==> config.mk <==
export PLATFORM = sky130hd
export DESIGN_NAME = adc_tdm_rx
export DESIGN_NICKNAME = d
export VERILOG_FILES = /design/src/rtl/adc_tdm_pkg.sv /design/src/rtl/adc_tdm_fifo.sv /design/src/rtl/adc_tdm_rx.sv
export SDC_FILE = /design/constraint.sdc
export NUM_CORES = 1
export LEC_CHECK = 0
export ABC_CLOCK_PERIOD_IN_PS = 7450
export CAP_MARGIN = 20
export CORE_MARGIN = 3
export CORE_UTILIZATION = 30
export DETAILED_ROUTE_END_ITERATION = 10
export SETUP_SLACK_MARGIN = 0.1
export SYNTH_ARGS = -nofsm -noshare
export SYNTH_HDL_FRONTEND = slang
export SYNTH_SLANG_ARGS = --single-unit
export TNS_END_PERCENT = 30
==> constraint.sdc <==
create_clock -name clk -period 7.45 [get_ports clk]
set_input_delay 1.1175 -clock clk [delete_from_list [all_inputs] [get_ports clk]]
set_output_delay 1.1175 -clock clk [all_outputs]
set_load 0.03 [all_outputs]
==> src/rtl/adc_tdm_pkg.sv <==
// Shared types and helpers for the adc_tdm_rx serial ADC receiver.
package adc_tdm_pkg;

    typedef enum logic [1:0] {
        IDLE = 2'd0,
        ARM  = 2'd1,
        RECV = 2'd2
    } state_t;

    // Counter width for values 0..value-1, never narrower than one bit.
    function automatic int clog2(input int value);
        int w;
        w = 0;
        while ((1 << w) < value) w++;
        return (w < 1) ? 1 : w;
    endfunction

endpackage

==> src/rtl/adc_tdm_fifo.sv <==
// Synchronous first-word-fall-through FIFO; a push into a full FIFO is
// accepted only when a pop happens in the same cycle.
module adc_tdm_fifo
    import adc_tdm_pkg::*;
#(
    parameter int WIDTH = 8,
    parameter int DEPTH = 8
) (
    input  logic             clk,
    input  logic             rst_n,
    input  logic             wr_en,
    input  logic [WIDTH-1:0] wr_data,
    input  logic             rd_en,
    output logic [WIDTH-1:0] rd_data,
    output logic             full,
    output logic             empty
);

    localparam int AW = clog2(DEPTH);

    logic [WIDTH-1:0] mem [DEPTH];
    logic [AW-1:0]    wptr;
    logic [AW-1:0]    rptr;
    logic [AW:0]      count;
    logic             wr_ok;
    logic             rd_ok;

    assign full    = (count == (AW+1)'(DEPTH));
    assign empty   = (count == '0);
    assign rd_ok   = rd_en && !empty;
    assign wr_ok   = wr_en && (!full || rd_ok);
    assign rd_data = empty ? '0 : mem[rptr];

    always_ff @(posedge clk) begin
        if (!rst_n) begin
            wptr  <= '0;
            rptr  <= '0;
            count <= '0;
        end else begin
            if (wr_ok) wptr <= (wptr == AW'(DEPTH-1)) ? '0 : wptr + 1'b1;
            if (rd_ok) rptr <= (rptr == AW'(DEPTH-1)) ? '0 : rptr + 1'b1;
            count <= count + (AW+1)'(wr_ok) - (AW+1)'(rd_ok);
        end
    end

    always_ff @(posedge clk) begin
        if (wr_ok) mem[wptr] <= wr_data;
    end

endmodule

==> src/rtl/adc_tdm_rx.sv <==
// Frame-sync TDM serial ADC receiver with AXI4-Stream output.
// Optional clip detector output enabled by defining ADC_TDM_CLIP_DET_EN.
module adc_tdm_rx
    import adc_tdm_pkg::*;
#(
    parameter int NCH        = 4,
    parameter int DW         = 24,
    parameter int SLOT       = 32,
    parameter int LAST       = 10240,
    parameter int FIFO_DEPTH = 8,
    parameter int SYNC_STG   = 2,
    parameter int START_DLY  = 300,
    localparam int TW        = clog2(NCH)
) (
    input  logic          clk,
    input  logic          rst_n,
    input  logic          en,
    input  logic          sck,
    input  logic          fsync,
    input  logic          dout,
    output logic          start,
    output logic          reset_n,
    output logic          m_axis_tvalid,
    input  logic          m_axis_tready,
    output logic [DW-1:0] m_axis_tdata,
    output logic [TW-1:0] m_axis_tuser,
    output logic          m_axis_tlast,
    output logic          ovf,
    output logic          frame_err
`ifdef ADC_TDM_CLIP_DET_EN
    ,
    output logic [NCH-1:0] clip
`endif
);

    localparam int BW = clog2(SLOT);
    localparam int CW = clog2(START_DLY + 1);
    localparam int LW = clog2(LAST);

    typedef struct packed {
        logic [TW-1:0] tag;
        logic [DW-1:0] data;
    } fifo_word_t;

    logic [SYNC_STG-1:0] sck_sync, fsync_sync, dout_sync;
    logic                sck_d, fsync_d;
    logic                sck_rise, fsync_rise, dout_s;

    state_t          state;
    logic [BW-1:0]   bit_cnt, cur_bit;
    logic [TW-1:0]   slot_cnt, cur_slot;
    logic [SLOT-1:0] shreg, shift_nxt;
    logic [CW-1:0]   start_cnt;
    logic [LW-1:0]   beat_cnt;
    logic            arm_edge, take_bit, push, pop, fifo_full, fifo_empty;
    fifo_word_t      push_word, rd_word;

    assign reset_n = rst_n;

    always_ff @(posedge clk) begin
        if (!rst_n) begin
            sck_sync   <= '0;
            fsync_sync <= '0;
            dout_sync  <= '0;
            sck_d      <= 1'b0;
            fsync_d    <= 1'b0;
        end else begin
            sck_sync   <= (sck_sync << 1) | SYNC_STG'(sck);
            fsync_sync <= (fsync_sync << 1) | SYNC_STG'(fsync);
            dout_sync  <= (dout_sync << 1) | SYNC_STG'(dout);
            sck_d      <= sck_sync[SYNC_STG-1];
            fsync_d    <= fsync_sync[SYNC_STG-1];
        end
    end

    assign sck_rise   = sck_sync[SYNC_STG-1] && !sck_d;
    assign fsync_rise = fsync_sync[SYNC_STG-1] && !fsync_d;
    assign dout_s     = dout_sync[SYNC_STG-1];

    // An fsync edge that arms or restarts a frame also makes a coincident
    // sck edge bit 0 of slot 0.
    always_comb begin
        arm_edge       = fsync_rise && ((state == ARM && en) || state == RECV);
        take_bit       = sck_rise && (state == RECV || (state == ARM && en && fsync_rise));
        cur_bit        = arm_edge ? '0 : bit_cnt;
        cur_slot       = arm_edge ? '0 : slot_cnt;
        shift_nxt      = (shreg << 1) | SLOT'(dout_s);
        push           = take_bit && (cur_bit == BW'(SLOT-1));
        push_word.tag  = cur_slot;
        push_word.data = shift_nxt[SLOT-1 -: DW];
    end

    always_ff @(posedge clk) begin
        if (!rst_n) begin
            state     <= IDLE;
            bit_cnt   <= '0;
            slot_cnt  <= '0;
            shreg     <= '0;
            frame_err <= 1'b0;
            ovf       <= 1'b0;
        end else begin
            frame_err <= fsync_rise && (state == RECV);
            ovf       <= push && fifo_full && !pop;
            if (take_bit) shreg <= shift_nxt;
            case (state)
                IDLE: if (start) state <= ARM;
                ARM, RECV: begin
                    if (arm_edge) begin
                        state    <= RECV;
                        bit_cnt  <= '0;
                        slot_cnt <= '0;
                    end
                    if (take_bit) begin
                        if (push) begin
                            bit_cnt <= '0;
                            if (cur_slot == TW'(NCH-1)) begin
                                slot_cnt <= '0;
                                state    <= ARM;
                            end else begin
                                slot_cnt <= cur_slot + 1'b1;
                            end
                        end else begin
                            bit_cnt <= cur_bit + 1'b1;
                        end
                    end
                end
                default: state <= IDLE;
            endcase
        end
    end

    always_ff @(posedge clk) begin
        if (!rst_n) begin
            start_cnt <= '0;
            beat_cnt  <= '0;
        end else begin
            if (en && start_cnt < CW'(START_DLY)) start_cnt <= start_cnt + 1'b1;
            if (pop) beat_cnt <= (beat_cnt == LW'(LAST-1)) ? '0 : beat_cnt + 1'b1;
        end
    end

    assign start = (start_cnt == CW'(START_DLY));

    adc_tdm_fifo #(
        .WIDTH ($bits(fifo_word_t)),
        .DEPTH (FIFO_DEPTH)
    ) u_fifo (
        .clk     (clk),
        .rst_n   (rst_n),
        .wr_en   (push),
        .wr_data (push_word),
        .rd_en   (pop),
        .rd_data (rd_word),
        .full    (fifo_full),
        .empty   (fifo_empty)
    );

    assign m_axis_tvalid = !fifo_empty;
    assign pop           = m_axis_tvalid && m_axis_tready;
    assign m_axis_tdata  = rd_word.data;
    assign m_axis_tuser  = rd_word.tag;
    assign m_axis_tlast  = m_axis_tvalid && (beat_cnt == LW'(LAST-1));

`ifdef ADC_TDM_CLIP_DET_EN
    // Top two bits differing means the sample sits in the outer quarter of range.
    always_ff @(posedge clk) begin
        if (!rst_n) clip <= '0;
        else if (push) clip[cur_slot] <= push_word.data[DW-1] ^ push_word.data[DW-2];
    end
`endif

endmodule

==> reports/results.tsv, run 1 <==
stage	metric	value	unit
final_layout	antennaDiodeCount	0	
yosys	synth_area	11700	um^2
global_routing	grt_pass1_wl	35800	um
final_layout	fill_cells	3654	
global_routing	grt_max_degree	53	
final_layout	drive_above_1_share	16.6	%
yosys	synthAdderAreaFrac	2.31	%
critical_path	worst-path-buf-inv	2	
critical_path	max_stage_delay	0.67	ns
detailed_routing	wl	22300	um
global_routing	track_usage	10.9	%
clocking	cts_tree	yes	
timing	maxSlewHeadroom	33.0	%
critical_path	start_kind	flop	
die	core_area	38000	um^2
clocking	clk_latency	0.52	ns
placement	dp.cells	1296	
critical_path	crit_slowest_cell	dfxtp_4	
timing	hold_ws	0.434	ns
power	ir_worst_vdd	0.147	mV
global_routing	grt_pass1_vias	6507	
critical_path	cp.arrival	3.40	ns
yosys	synth-compound-area-share	4.28	%
clocking	htree_levels	2	
yosys	syn-num-nets	794	
yosys	yosysSeqAreaShare	68.2	%
timing	layout_setup_ws	2.94	ns
critical_path	crit_chain	buf_4 > mux4_2 > mux2i_1 > nor2_1 > clkdlybuf4s50_1	
die	fp-row-count	71	
die	pin_count	39	
clocking	clockBufferDepth	3	
placement	portBuffers	38	
placement	dp_hpwl	13200	um
yosys	synth-simple-area-share	9.21	%
final_layout	nets	849	
critical_path	worstSetupPathType	reg2out	
yosys	synth_seq_cells	294	
global_routing	grt_overflow_total	0	
yosys	postSynthCellCount	766	
timing	worst_pin_slew	1.01	ns
yosys	synth.mux.area_fraction	12.6	%
yosys	ys.warnings.count	0	
status	status	finished clean	
clocking	ctsResizeCount	0	
placement	dpl_worst_slack	2.84	ns
min_path	hp-class	reg2reg	
clocking	cts.clk_slew.worst_paths	0.06	ns
detailed_routing	drtAntennaViolNets	0	
yosys	postSynth.asyncResetShare	0	%
yosys	synth_ff_type	edfxtp_1	
critical_path	cp.required	6.33	ns
timing	fmax	222	MHz
final_layout	synthToLayoutAreaGrowth	17.7	%
timing	timing.final.crit_share	60.6	%
clocking	cts.sinks	294	
detailed_routing	drc	0	
clocking	postCtsSetupBuffers	0	
yosys	synth-edff-count	208	
die	initial_core_util	30.7	%
yosys	synth_top_family_by_area	multiplexers	
detailed_routing	dr.pass1.iters	5	
detailed_routing	drt_iter0_drc	398	
critical_path	crit_fanout	29	
final_layout	layout_common_cells	208 x edfxtp_1, 85 x nand2_1, 83 x dfxtp_1	
yosys	avgSynthCellArea	15.2	um^2
critical_path	end_kind	output port	
run	drv_cap	0	
timing	tns	0	ns
die	fp.dieW	203	um
timing	setup_viol_count_final	0	
clocking	cts_buffers	34	
yosys	synth_cell_types	61	
placement	gp_congestion	0.744	
detailed_routing	vias	6303	
timing	hold_viol_final	0	
final_layout	final_cells	1358	
detailed_routing	wl_per_cell	16.4	um
timing	rsz0062_at_grt	no	
detailed_routing	vias_per_cell	4.64	
die	fp.dieH	203	um
clocking	holdBufCountCts	0	
power	leakage	4.84	nW
critical_path	crit_family	buffers and inverters	
timing	fin_skew	0.0222	ns
global_routing	antenna_found_initial	0	
timing	slew_viol_final	0	
clocking	clock-root-buffer	clkbuf_16	
power	power.density	271	nW/um^2
final_layout	mostFrequentLayoutCell	edfxtp_1	
die	die_area	41300	um^2
yosys	synth_xor_area_share	1.13	%
timing	fin_crit	4.51	ns
## metal layers
layer  share of wire (%)  global-route usage (%)  vias to the layer above
li1                    -                       -                     2999
met1                  45                    14.5                     3142
met2                  48                    18.0                      124
met3                 5.0                    2.17                       38
met4                 2.1                    3.27                        0
met5                   0                       0                        -
## area by class of cell
class	instances	area (um^2)	share of cell area (%)
multi-input cells	415	3480	25.3
repair buffers	55	508	3.70
clock buffers	40	873	6.35
well taps	511	639	4.65
clock inverters	22	186	1.36
flip-flops and latches	294	7980	58.0
inverters	21	78.8	0.574
## cells in the mapped netlist, drive strengths merged (5+ instances only)
cell / n / share of area [%]
buf: 17 / 0.85
inv: 20 / 0.64
mux4: 52 / 10
xnor2: 5 / 0.38
nand3: 14 / 0.64
nand2: 86 / 2.8
nor2: 50 / 1.6
and2: 15 / 0.80
dfxtp: 86 / 15
a21oi: 46 / 2.0
and3: 8 / 0.44
a32o: 5 / 0.43
edfxtp: 208 / 53
nand4: 7 / 0.50
ha: 20 / 2.1
xor2: 10 / 0.75
mux2i: 30 / 2.6
o21ai: 10 / 0.46
nor3: 6 / 0.26
or3: 8 / 0.47
clkbuf: 19 / 0.71
## logic make-up (layout without fill, tap and decap cells)
family,count (synthesis),count (layout)
simple gates,217,217
xor+xnor,15,15
fa+ha+maj,21,21
buf+inv,57,138
flops,294,294
compound gates,80,80
mux,82,82
## where the power goes
part           switching (mW)  internal [mW]
combinational           0.209          0.156
clock                   0.651          0.889
sequential             0.0695           1.75
## metrics by stage
step	power [mW]	cell area, um^2	util, %
final	3.73	13700	36.1
after global routing	3.90	13700	36.1
after CTS	3.79	13700	36.1
after detailed placement	2.24	12700	33.4
after global placement	2.23	12700	33.4
after floorplan	2.12	11700	-
## final timing paths
kind	start	to	slack [ns]	cells past startpoint
setup / recovery	flop	m_axis_tuser[0]	2.94	5
hold / removal	dout_sync[0]	dout_sync[1]	0.43	1
setup reg to reg	state[0]	u_fifo.mem[7][3]	3.75	12
hold reg to reg	dout_sync[0]	dout_sync[1]	0.43	1
## registers in the layout, summed over array words and instances, names as in the netlist, named ones only
signal        cells
beat_cnt         14
bit_cnt           5
dout_sync         2
frame_err         1
fsync_d           1
fsync_sync        2
ovf               1
sck_d             1
sck_sync          2
shreg            31
slot_cnt          2
start_cnt         9
state             2
u_fifo.count      4
u_fifo.mem      208
u_fifo.rptr       3
u_fifo.wptr       3
Power figures use the tool's default switching activity.
==> inputs of run 2 (changes only) <==
--- a/config.mk
+++ b/config.mk
@@ -5,7 +5,7 @@
 export SDC_FILE = /design/constraint.sdc
 export NUM_CORES = 1
 export LEC_CHECK = 0
-export ABC_CLOCK_PERIOD_IN_PS = 7450
+export ABC_CLOCK_PERIOD_IN_PS = 4019
 export CAP_MARGIN = 20
 export CORE_MARGIN = 3
 export CORE_UTILIZATION = 30
==> constraint.sdc (replaced) <==
create_clock -name clk -period 4.02 [get_ports clk]
set_input_delay 0.603 -clock clk [delete_from_list [all_inputs] [get_ports clk]]
set_output_delay 0.603 -clock clk [all_outputs]
set_load 0.03 [all_outputs]
==> run 2 against run 1 <==
  * Hold slack worse by 0.0062 ns
  * Largest cell class unchanged
  * Design area increased by 0.26%
  * Register-to-register slack lost 3.1 ns
  * Critical path depth unchanged
  * Clock power grew 68%
==> reports/results.tsv, run 2 (same netlist as run 1, synthesis figures left out) <==
stage	metric	value	unit	change
status	status	finished clean		unchanged
power	seqPwrFrac	49.9	%	was 48.9%
global_routing	antenna_found_initial	0		unchanged
final_layout	fin_util	36.2	%	was 36.1%
global_routing	grt_overflow_total	0		unchanged
die	fp.dieH	203	um	unchanged
clocking	clock-root-buffer	clkbuf_16		unchanged
final_layout	synthToLayoutAreaGrowth	18.0	%	was 17.7%
final_layout	layout_common_cells	208 x edfxtp_1, 85 x nand2_1, 83 x dfxtp_1		unchanged
clocking	clockBufferDepth	3		unchanged
critical_path	end_kind	output port		unchanged
timing	setup_viol_count_final	0		unchanged
min_path	hp-class	reg2reg		unchanged
detailed_routing	drc	0		unchanged
critical_path	cp.arrival	2.94	ns	was 3.40 ns
detailed_routing	dr.pass1.iters	4		was 5
final_layout	mostFrequentLayoutCell	edfxtp_1		unchanged
final_layout	largest_register_ffs	208		unchanged
timing	hold_viol_final	0		unchanged
clocking	postCtsSetupBuffers	0		unchanged
detailed_routing	vias_per_cell	4.68		was 4.64
die	pin_count	39		unchanged
critical_path	crit_chain	buf_4 > mux4_2 > mux2i_1 > nor2_1 > clkdlybuf4s50_1		unchanged
clocking	holdBufCountCts	0		unchanged
power	power.density	486	nW/um^2	was 271 nW/um^2
detailed_routing	drt_iter0_drc	473		was 398
critical_path	cp.required	3.42	ns	was 6.33 ns
power	switching_share	24.7	%	was 24.9%
timing	timing.final.crit_share	88.1	%	
critical_path	worstSetupPathType	reg2out		unchanged
critical_path	max_stage_delay	0.61	ns	was 0.67 ns
global_routing	track_usage	11.2	%	was 10.9%
timing	maxSlewHeadroom	54.7	%	was 33.0%
die	fp.dieW	203	um	unchanged
clocking	cts.sinks	294		unchanged
power	p_clk_share	38.7	%	was 41.3%
detailed_routing	wl_per_cell	17.0	um	was 16.4 um
critical_path	crit_family	buffers and inverters		unchanged
die	die_area	41300	um^2	unchanged
placement	dp_hpwl	15300	um	was 13,200 um
final_layout	final_cell_area	13800	um^2	was 13,700 um^2
clocking	htree_levels	1		was 2
timing	fin_skew	0.0255	ns	was 0.0222 ns
clocking	cts_buffers	30		was 34
critical_path	crit_slowest_cell	clkdlybuf4s50_1		was dfxtp_4
die	initial_core_util	30.7	%	unchanged
timing	fin_crit	3.54	ns	
final_layout	reg_top3	u_fifo.mem x208, shreg x31, beat_cnt x14		unchanged
power	ir_worst_vdd	0.334	mV	was 0.147 mV
clocking	clk_latency	0.58	ns	was 0.52 ns
global_routing	grt_max_degree	33		was 53
final_layout	largest_register	u_fifo.mem		unchanged
die	fp-row-count	71		unchanged
timing	fmax	282	MHz	
die	core_area	38000	um^2	unchanged
placement	portBuffers	38		unchanged
critical_path	worst-path-buf-inv	2		unchanged
clocking	cts.clk_slew.worst_paths	0.06	ns	about the same
critical_path	crit_fanout	18		was 29
power	leakage	4.84	nW	about the same
power	power_frac_comb	11.4	%	was 9.8%
power	p_switching	1.66	mW	was 0.929 mW
detailed_routing	wl	23100	um	was 22,300 um
run	drv_cap	0		unchanged
final_layout	nets	855		was 849
clocking	ctsResizeCount	0		unchanged
timing	worst_pin_slew	0.679	ns	was 1.01 ns
critical_path	start_kind	flop		unchanged
timing	rsz0062_at_grt	no		unchanged
clocking	cts_tree	yes		unchanged
placement	place_area	12800	um^2	was 12,700 um^2
placement	gp_congestion	0.734		was 0.744
power	p_int	5.04	mW	was 2.80 mW
detailed_routing	drtAntennaViolNets	0		unchanged
final_layout	antennaDiodeCount	0		unchanged
timing	slew_viol_final	0		unchanged
final_layout	drive_above_1_share	16.6	%	about the same
detailed_routing	vias	6376		was 6,303
global_routing	grt_pass1_wl	36900	um	was 35,800 um
global_routing	grt_pass1_vias	6463		was 6,507
timing	tns	0	ns	unchanged
## run 2: worst paths after layout
kind | from | endpoint | slack [ns] | cells after the start
worst min register to register | fsync_sync[0] | fsync_sync[1] | 0.43 | 1
worst min-delay path | fsync_sync[0] | fsync_sync[1] | 0.43 | 1
worst max-delay path | flop | m_axis_tuser[0] | 0.48 | 5
worst max register to register | state[0] | u_fifo.mem[5][6] | 0.67 | 12
## run 2: metrics by stage
step / power (mW) / std cells / setup slack, ns / hold WS [ns]
after global routing: 7.00 / 1362 / 0.272 / 0.453
final: 6.69 / 1362 / 0.476 / 0.428
after floorplan: 3.92 / 766 / -0.179 / 0.412
after detailed placement: 4.19 / 1306 / 0.275 / 0.422
after CTS: 6.79 / 1362 / 0.374 / 0.431
after global placement: 4.19 / 1306 / 0.341 / 0.416
## run 2: final cells by class
| type | instances | area, um^2 |
|---|---|---|
| tap | 511 | 639 |
| sequential | 294 | 7970 |
| clock buffer | 37 | 797 |
| clock inverter | 19 | 136 |
| timing repair buffer | 65 | 658 |
| fill | 3646 | 24200 |
| inverter | 21 | 78.8 |
| multi-input combinational | 415 | 3500 |
## run 2: per-layer routing
layer	wire length, um	share of wire (%)	vias to the layer above	global-route usage [%]
met5	0	0	-	0
met4	466	2.0	0	2.61
met3	1230	5.3	37	2.08
met2	10600	46	121	17.2
met1	10800	47	3202	16.6
li1	-	-	3016	-
## run 2: power groups by stage
stage	registers, mW	clock network (mW)	logic [mW]
4_1_cts	3.34	2.66	0.790
2_1_floorplan	3.34	0	0.585
3_5_place_dp	3.41	0	0.784
5_1_grt	3.35	2.79	0.857
3_3_place_gp	3.41	0	0.781
6_report	3.34	2.59	0.764
==> inputs of run 3 (changes only) <==
--- a/config.mk
+++ b/config.mk
@@ -11,6 +11,7 @@
 export CORE_UTILIZATION = 30
 export DETAILED_ROUTE_END_ITERATION = 10
 export SETUP_SLACK_MARGIN = 0.1
+export SLEW_MARGIN = 10
 export SYNTH_ARGS = -nofsm -noshare
 export SYNTH_HDL_FRONTEND = slang
 export SYNTH_SLANG_ARGS = --single-unit
==> results of run 3 <==
The final DEF is identical to that of run 2; final timing and power are the same.
